$ cat src/rtl/lsu_pkg.sv
// lsu_pkg: size/state encodings and little-endian lane helpers for load_store_unit.
package lsu_pkg;

    typedef enum logic [1:0] {
        SZ_BYTE = 2'b00,
        SZ_HALF = 2'b01,
        SZ_WORD = 2'b10,
        SZ_RSVD = 2'b11
    } size_e;

    typedef enum logic [1:0] {IDLE, READ, WRITE, RESP} state_e;

    function automatic logic [31:0] lane_extract(input logic [31:0] word, input logic [1:0] off,
                                                 input size_e size, input logic sgn);
        logic [7:0]  b;
        logic [15:0] h;
        b = word[{off, 3'b000} +: 8];
        h = word[{off[1], 4'b0000} +: 16];
        return size == SZ_BYTE ? {{24{sgn & b[7]}}, b} :
               size == SZ_HALF ? {{16{sgn & h[15]}}, h} : word;
    endfunction

    function automatic logic [31:0] lane_merge(input logic [31:0] word, input logic [1:0] off,
                                               input size_e size, input logic [31:0] wdata);
        logic [31:0] r;
        r = word;
        if (size == SZ_BYTE)
            r[{off, 3'b000} +: 8] = wdata[7:0];
        else if (size == SZ_HALF)
            r[{off[1], 4'b0000} +: 16] = wdata[15:0];
        else
            r = wdata;
        return r;
    endfunction

endpackage

$ cat src/rtl/lsu_lane_align.sv
// lsu_lane_align: combinational load extraction and sub-word store merge.
module lsu_lane_align
    import lsu_pkg::*;
(
    input  logic [31:0] word,
    input  logic [1:0]  off,
    input  size_e       size,
    input  logic        sgn,
    input  logic [31:0] wdata,
    output logic [31:0] rdata,
    output logic [31:0] merged
);

    assign rdata  = lane_extract(word, off, size, sgn);
    assign merged = lane_merge(word, off, size, wdata);

endmodule

$ cat src/rtl/load_store_unit.sv
// load_store_unit: single-outstanding load/store initiator with sub-word RMW and load extension.
// Optional MISALIGN_TRAP_EN rejects misaligned half/word accesses instead of ignoring low bits.
module load_store_unit
    import lsu_pkg::*;
#(
    parameter int MEM_LAT      = 1,
    parameter int ADDR_W       = 32,
    parameter int WORD_INDEXED = 1
) (
    input  logic              clk,
    input  logic              rst_n,
    input  logic              req_valid,
    output logic              req_ready,
    input  logic              req_write,
    input  logic [1:0]        req_size,
    input  logic              req_signed,
    input  logic [ADDR_W-1:0] req_addr,
    input  logic [31:0]       req_wdata,
    output logic              rsp_valid,
    input  logic              rsp_ready,
    output logic [31:0]       rsp_rdata,
    output logic              rsp_err,
    output logic [ADDR_W-1:0] mem_address,
    output logic [31:0]       mem_write_data,
    input  logic [31:0]       mem_read_data,
    output logic              MemRead,
    output logic              MemWrite
);

    localparam int CW = MEM_LAT > 1 ? $clog2(MEM_LAT) : 1;

    state_e            state, state_n;
    logic [CW-1:0]     cnt, cnt_n;
    logic              wr, wr_n, sgn, sgn_n;
    size_e             size, size_n;
    logic [1:0]        off, off_n;
    logic [31:0]       wdata, wdata_n;
    logic              mem_read_n, mem_write_n, rsp_valid_n, rsp_err_n;
    logic [ADDR_W-1:0] mem_address_n, idx;
    logic [31:0]       mem_write_data_n, rsp_rdata_n, ext, merged;
    logic              mis;

    lsu_lane_align u_align (
        .word   (mem_read_data),
        .off    (off),
        .size   (size),
        .sgn    (sgn),
        .wdata  (wdata),
        .rdata  (ext),
        .merged (merged)
    );

    assign req_ready = rst_n && state == IDLE;
    assign idx = (WORD_INDEXED != 0) ? (req_addr >> 2) : {req_addr[ADDR_W-1:2], 2'b00};

`ifdef MISALIGN_TRAP_EN
    assign mis = (req_size == SZ_HALF && req_addr[0]) || (req_size == SZ_WORD && req_addr[1:0] != 2'b00);
`else
    assign mis = 1'b0;
`endif

    always_comb begin
        state_n          = state;
        cnt_n            = cnt;
        wr_n             = wr;
        sgn_n            = sgn;
        size_n           = size;
        off_n            = off;
        wdata_n          = wdata;
        mem_read_n       = 1'b0;
        mem_write_n      = 1'b0;
        mem_address_n    = mem_address;
        mem_write_data_n = mem_write_data;
        rsp_valid_n      = rsp_valid;
        rsp_err_n        = rsp_err;
        rsp_rdata_n      = rsp_rdata;
        case (state)
            IDLE: if (req_valid) begin
                wr_n    = req_write;
                sgn_n   = req_signed;
                size_n  = size_e'(req_size);
                off_n   = req_addr[1:0];
                wdata_n = req_wdata;
                if (req_size == SZ_RSVD || mis) begin
                    state_n     = RESP;
                    rsp_valid_n = 1'b1;
                    rsp_err_n   = 1'b1;
                    rsp_rdata_n = '0;
                end else if (req_write && req_size == SZ_WORD) begin
                    state_n          = WRITE;
                    mem_write_n      = 1'b1;
                    mem_address_n    = idx;
                    mem_write_data_n = req_wdata;
                end else begin
                    state_n       = READ;
                    mem_read_n    = 1'b1;
                    mem_address_n = idx;
                    cnt_n         = CW'(MEM_LAT - 1);
                end
            end
            READ: if (cnt != '0) begin
                mem_read_n = 1'b1;
                cnt_n      = cnt - 1'b1;
            end else if (wr) begin
                state_n          = WRITE;
                mem_write_n      = 1'b1;
                mem_write_data_n = merged;
            end else begin
                state_n     = RESP;
                rsp_valid_n = 1'b1;
                rsp_err_n   = 1'b0;
                rsp_rdata_n = ext;
            end
            WRITE: begin
                state_n     = RESP;
                rsp_valid_n = 1'b1;
                rsp_err_n   = 1'b0;
                rsp_rdata_n = '0;
            end
            RESP: if (rsp_ready) begin
                state_n     = IDLE;
                rsp_valid_n = 1'b0;
                rsp_err_n   = 1'b0;
                rsp_rdata_n = '0;
            end
            default: state_n = IDLE;
        endcase
    end

    always_ff @(posedge clk or negedge rst_n) begin
        if (!rst_n) begin
            state          <= IDLE;
            cnt            <= '0;
            wr             <= 1'b0;
            sgn            <= 1'b0;
            size           <= SZ_BYTE;
            off            <= 2'b00;
            wdata          <= '0;
            MemRead        <= 1'b0;
            MemWrite       <= 1'b0;
            mem_address    <= '0;
            mem_write_data <= '0;
            rsp_valid      <= 1'b0;
            rsp_err        <= 1'b0;
            rsp_rdata      <= '0;
        end else begin
            state          <= state_n;
            cnt            <= cnt_n;
            wr             <= wr_n;
            sgn            <= sgn_n;
            size           <= size_n;
            off            <= off_n;
            wdata          <= wdata_n;
            MemRead        <= mem_read_n;
            MemWrite       <= mem_write_n;
            mem_address    <= mem_address_n;
            mem_write_data <= mem_write_data_n;
            rsp_valid      <= rsp_valid_n;
            rsp_err        <= rsp_err_n;
            rsp_rdata      <= rsp_rdata_n;
        end
    end

endmodule
$ cat config.mk
export PLATFORM = sky130hd
export DESIGN_NAME = load_store_unit
export DESIGN_NICKNAME = d
export VERILOG_FILES = /design/src/rtl/lsu_pkg.sv /design/src/rtl/lsu_lane_align.sv /design/src/rtl/load_store_unit.sv
export SDC_FILE = /design/constraint.sdc
export NUM_CORES = 1
export LEC_CHECK = 0
export ABC_AREA = 1
export CAP_MARGIN = 20
export CELL_PAD_IN_SITES_DETAIL_PLACEMENT = 2
export CELL_PAD_IN_SITES_GLOBAL_PLACEMENT = 2
export CORE_ASPECT_RATIO = 0.75
export CORE_UTILIZATION = 29
export DETAILED_ROUTE_END_ITERATION = 10
export HOLD_SLACK_MARGIN = 0.15
export PLACE_DENSITY_LB_ADDON = 0.1
export SLEW_MARGIN = 10
export SYNTH_ARGS = -nofsm -noshare
export SYNTH_HDL_FRONTEND = slang
export SYNTH_SLANG_ARGS = --single-unit
$ cat constraint.sdc
create_clock -name clk -period 3.6 [get_ports clk]
set_input_delay 1.08 -clock clk [delete_from_list [all_inputs] [get_ports clk]]
set_output_delay 1.08 -clock clk [all_outputs]
set_load 0.05 [all_outputs]
==> out/metrics.csv <==
metric,value,unit
cp.arrival,1.74,ns
critPathMaxFanout,29,
required,2.52,ns
synth.distinct_cells,34,
syn2layout_area_growth,36.64,%
async_flop_share,100.0,%
dieWidth,192.5,um
synth.most_common_cell,nand2_1,
ant_nets,0,
clock_latency,0.44,ns
synth_commonest_cells,"nand2_1, dfrtp_1, nand3_1",
violations,design-rule violations,
synth_top_area_share,43.75,%
die_h,144.9,um
synth-main-ff-cell,dfrtp_1,
synth_top_cell_by_area,dfrtp_1,
io_pins,205,
postCtsSetupBuffers,0,
max_stage_delay,0.26,ns
ys_ff_latch,138,
p_leak,5.152,nW
nFillCells,3103,
postSynthAreaPerCell,7.195,um2
irDropWorstVdd,0.0004063,V
path_class,in2out,
portBuffers,202,
synth_area,0.007893,mm2
cp_cell_sequence,"buf_6, nand2_1, inv_1, buf_12",
antenna_cells,0,
fin_crit,2.815,ns
coreArea,0.02635,mm2
worst_pin_slew,0.7899,ns
drtPass1Iterations,8,
finalMaxSlewViolations,0,
min_path_type,reg2reg,
cts_buffers,17,
synth_seq_area_share,43.75,%
post-place-ws,0.6284,ns
timing.final.crit_share,78.20,%
grt_max_degree,60,
track_usage,24.28,%
place.gp.congestion,0.8549,
drive_gt1_share,8.003,%
worst_setup_path_end_kind,output pin,
outcome,"finished, violations left",
setup_tns,0,ns
ys_warn_count,0,
max-cap-violations,0,
via_per_inst,5.002,
dp_hpwl,24.35,mm
drc,30,
wl_per_cell,20.10,um
cts_tree,done,
via_count,8159,
cts.sinks,138,
slowest_stage,buf_6,
clk_pin_slew_worst_paths,0.06,ns
cts_resized,0,
drtIter0Drc,372,
synth_edf_count,0,
grt.overflow.total,0,
clk_path_buf_depth,2,
start_util,29.95,%
finalSetupViolations,0,
rsz0062_at_grt,false,
yosys-top-cells-area,"dfrtp_1, nand2_1, nand3_1",
relSlewSlack,47.34,%
hold_viol,0,
cts-hold-fix-buffers,0,
worst_clock_skew,0.008282,ns
grt_pass1_vias,8627,
finalWirelength,32.79,mm
pwr_density_cell,1061,mW/mm2
antenna_found_initial,0,
fin_ws,0.7849,ns
startpoint_type,primary input,
rows,51,
syn_inst,1097,
max_freq,355.2,MHz
dieArea,0.02789,mm2
cts_htree_levels,4,
grt_pass1_wl,50.49,mm
final_nets,1388,
cts_root_buf,clkbuf_16,
registers in the layout, summed over array words and instances, names as in the netlist:
| signal | flops |
|---|---|
| MemWrite | 1 |
| sgn | 1 |
| rsp_rdata | 32 |
| MemRead | 1 |
| mem_address | 30 |
| state | 2 |
| off | 2 |
| rsp_valid | 1 |
| size | 2 |
| mem_write_data | 32 |
| rsp_err | 1 |
| wdata | 32 |
| wr | 1 |
critical path: cells and delay by family:
kind | cells | cell delay (ns)
buffers and inverters | 3 | 0.52
and+or+nand+nor | 1 | 0.11
final cells by class:
type                    count  area (um2)  area share, %
flip-flops and latches    138        3453          32.02
inverters                  85       321.6          2.982
multi-input cells         813        3806          35.29
repair buffers            220        2206          20.45
clock inverters            12       123.9          1.149
clock buffers              19       442.9          4.107
well taps                 344       430.4          3.991
cells in the final DEF, fill, tap and decap left out, drive strengths merged, types with 19 or more instances in the layout:
cell / Yosys / layout
dfrtp: 138 / 138
buf: 48 / 20
nor2: 87 / 87
clkdlybuf4s50: 0 / 200
nand2: 416 / 416
a21oi: 80 / 80
nand3: 100 / 100
clkbuf: 14 / 19
inv: 83 / 85
mux2: 31 / 31
o21ai: 61 / 61
per-stage QoR:
step	utilization (%)	instances	hold slack (ns)	power (W)	area, um2
2_1_floorplan	-	1098	0.4533	0.007282	7896
3_3_place_gp	38.77	1600	0.4658	0.009524	10220
3_5_place_dp	38.77	1600	0.4755	0.009722	10220
4_1_cts	40.92	1631	0.4910	0.01157	10780
5_1_grt	40.92	1631	0.5062	0.01223	10780
6_report	40.92	1631	0.4858	0.01145	10780
metal layers:
metal / share of wire, % / track usage, % / routed length [um]
met4: 2.0 / 7.750 / 658
met5: 0 / 0 / 0
met3: 4.9 / 4.509 / 1621
met2: 45 / 38.00 / 14880
met1: 48 / 33.71 / 15630
logic make-up (layout without fill, tap and decap cells):
family | count (synthesis) | after routing | share of synthesized area (%)
AOI/OAI and AO/OA | 152 | 152 | 9.987
adders and majority gates | 9 | 9 | 1.427
buffers and inverters | 147 | 336 | 8.164
DFF | 138 | 138 | 43.75
muxes | 31 | 31 | 4.423
other | 1 | 2 | 0.04751
and+or+nand+nor | 619 | 619 | 32.20
path summary, 6_finish.rpt:
| path | start | to | slack [ns] | depth (start not counted) |
|---|---|---|---|---|
| setup / recovery | rst_n | req_ready | 0.78 | 4 |
| max in group asynchronous | rst_n | rsp_rdata[12] | 1.98 | 2 |
| hold / removal | mem_address[14] | mem_address[14] | 0.49 | 1 |
| setup reg to reg | off[0] | mem_write_data[26] | 1.14 | 10 |
| min in group asynchronous | rst_n | rsp_rdata[2] | 0.52 | 1 |
| hold reg to reg | mem_address[14] | mem_address[14] | 0.49 | 1 |
power breakdown:
group,total (W),switching [W],leakage (nW),internal [W]
sequential,0.00286,0.000585,1.71,0.00228
clock,0.00176,0.000727,0.283,0.00103
combinational,0.00683,0.00468,3.16,0.00214
(Power assumes the default switching activity.)
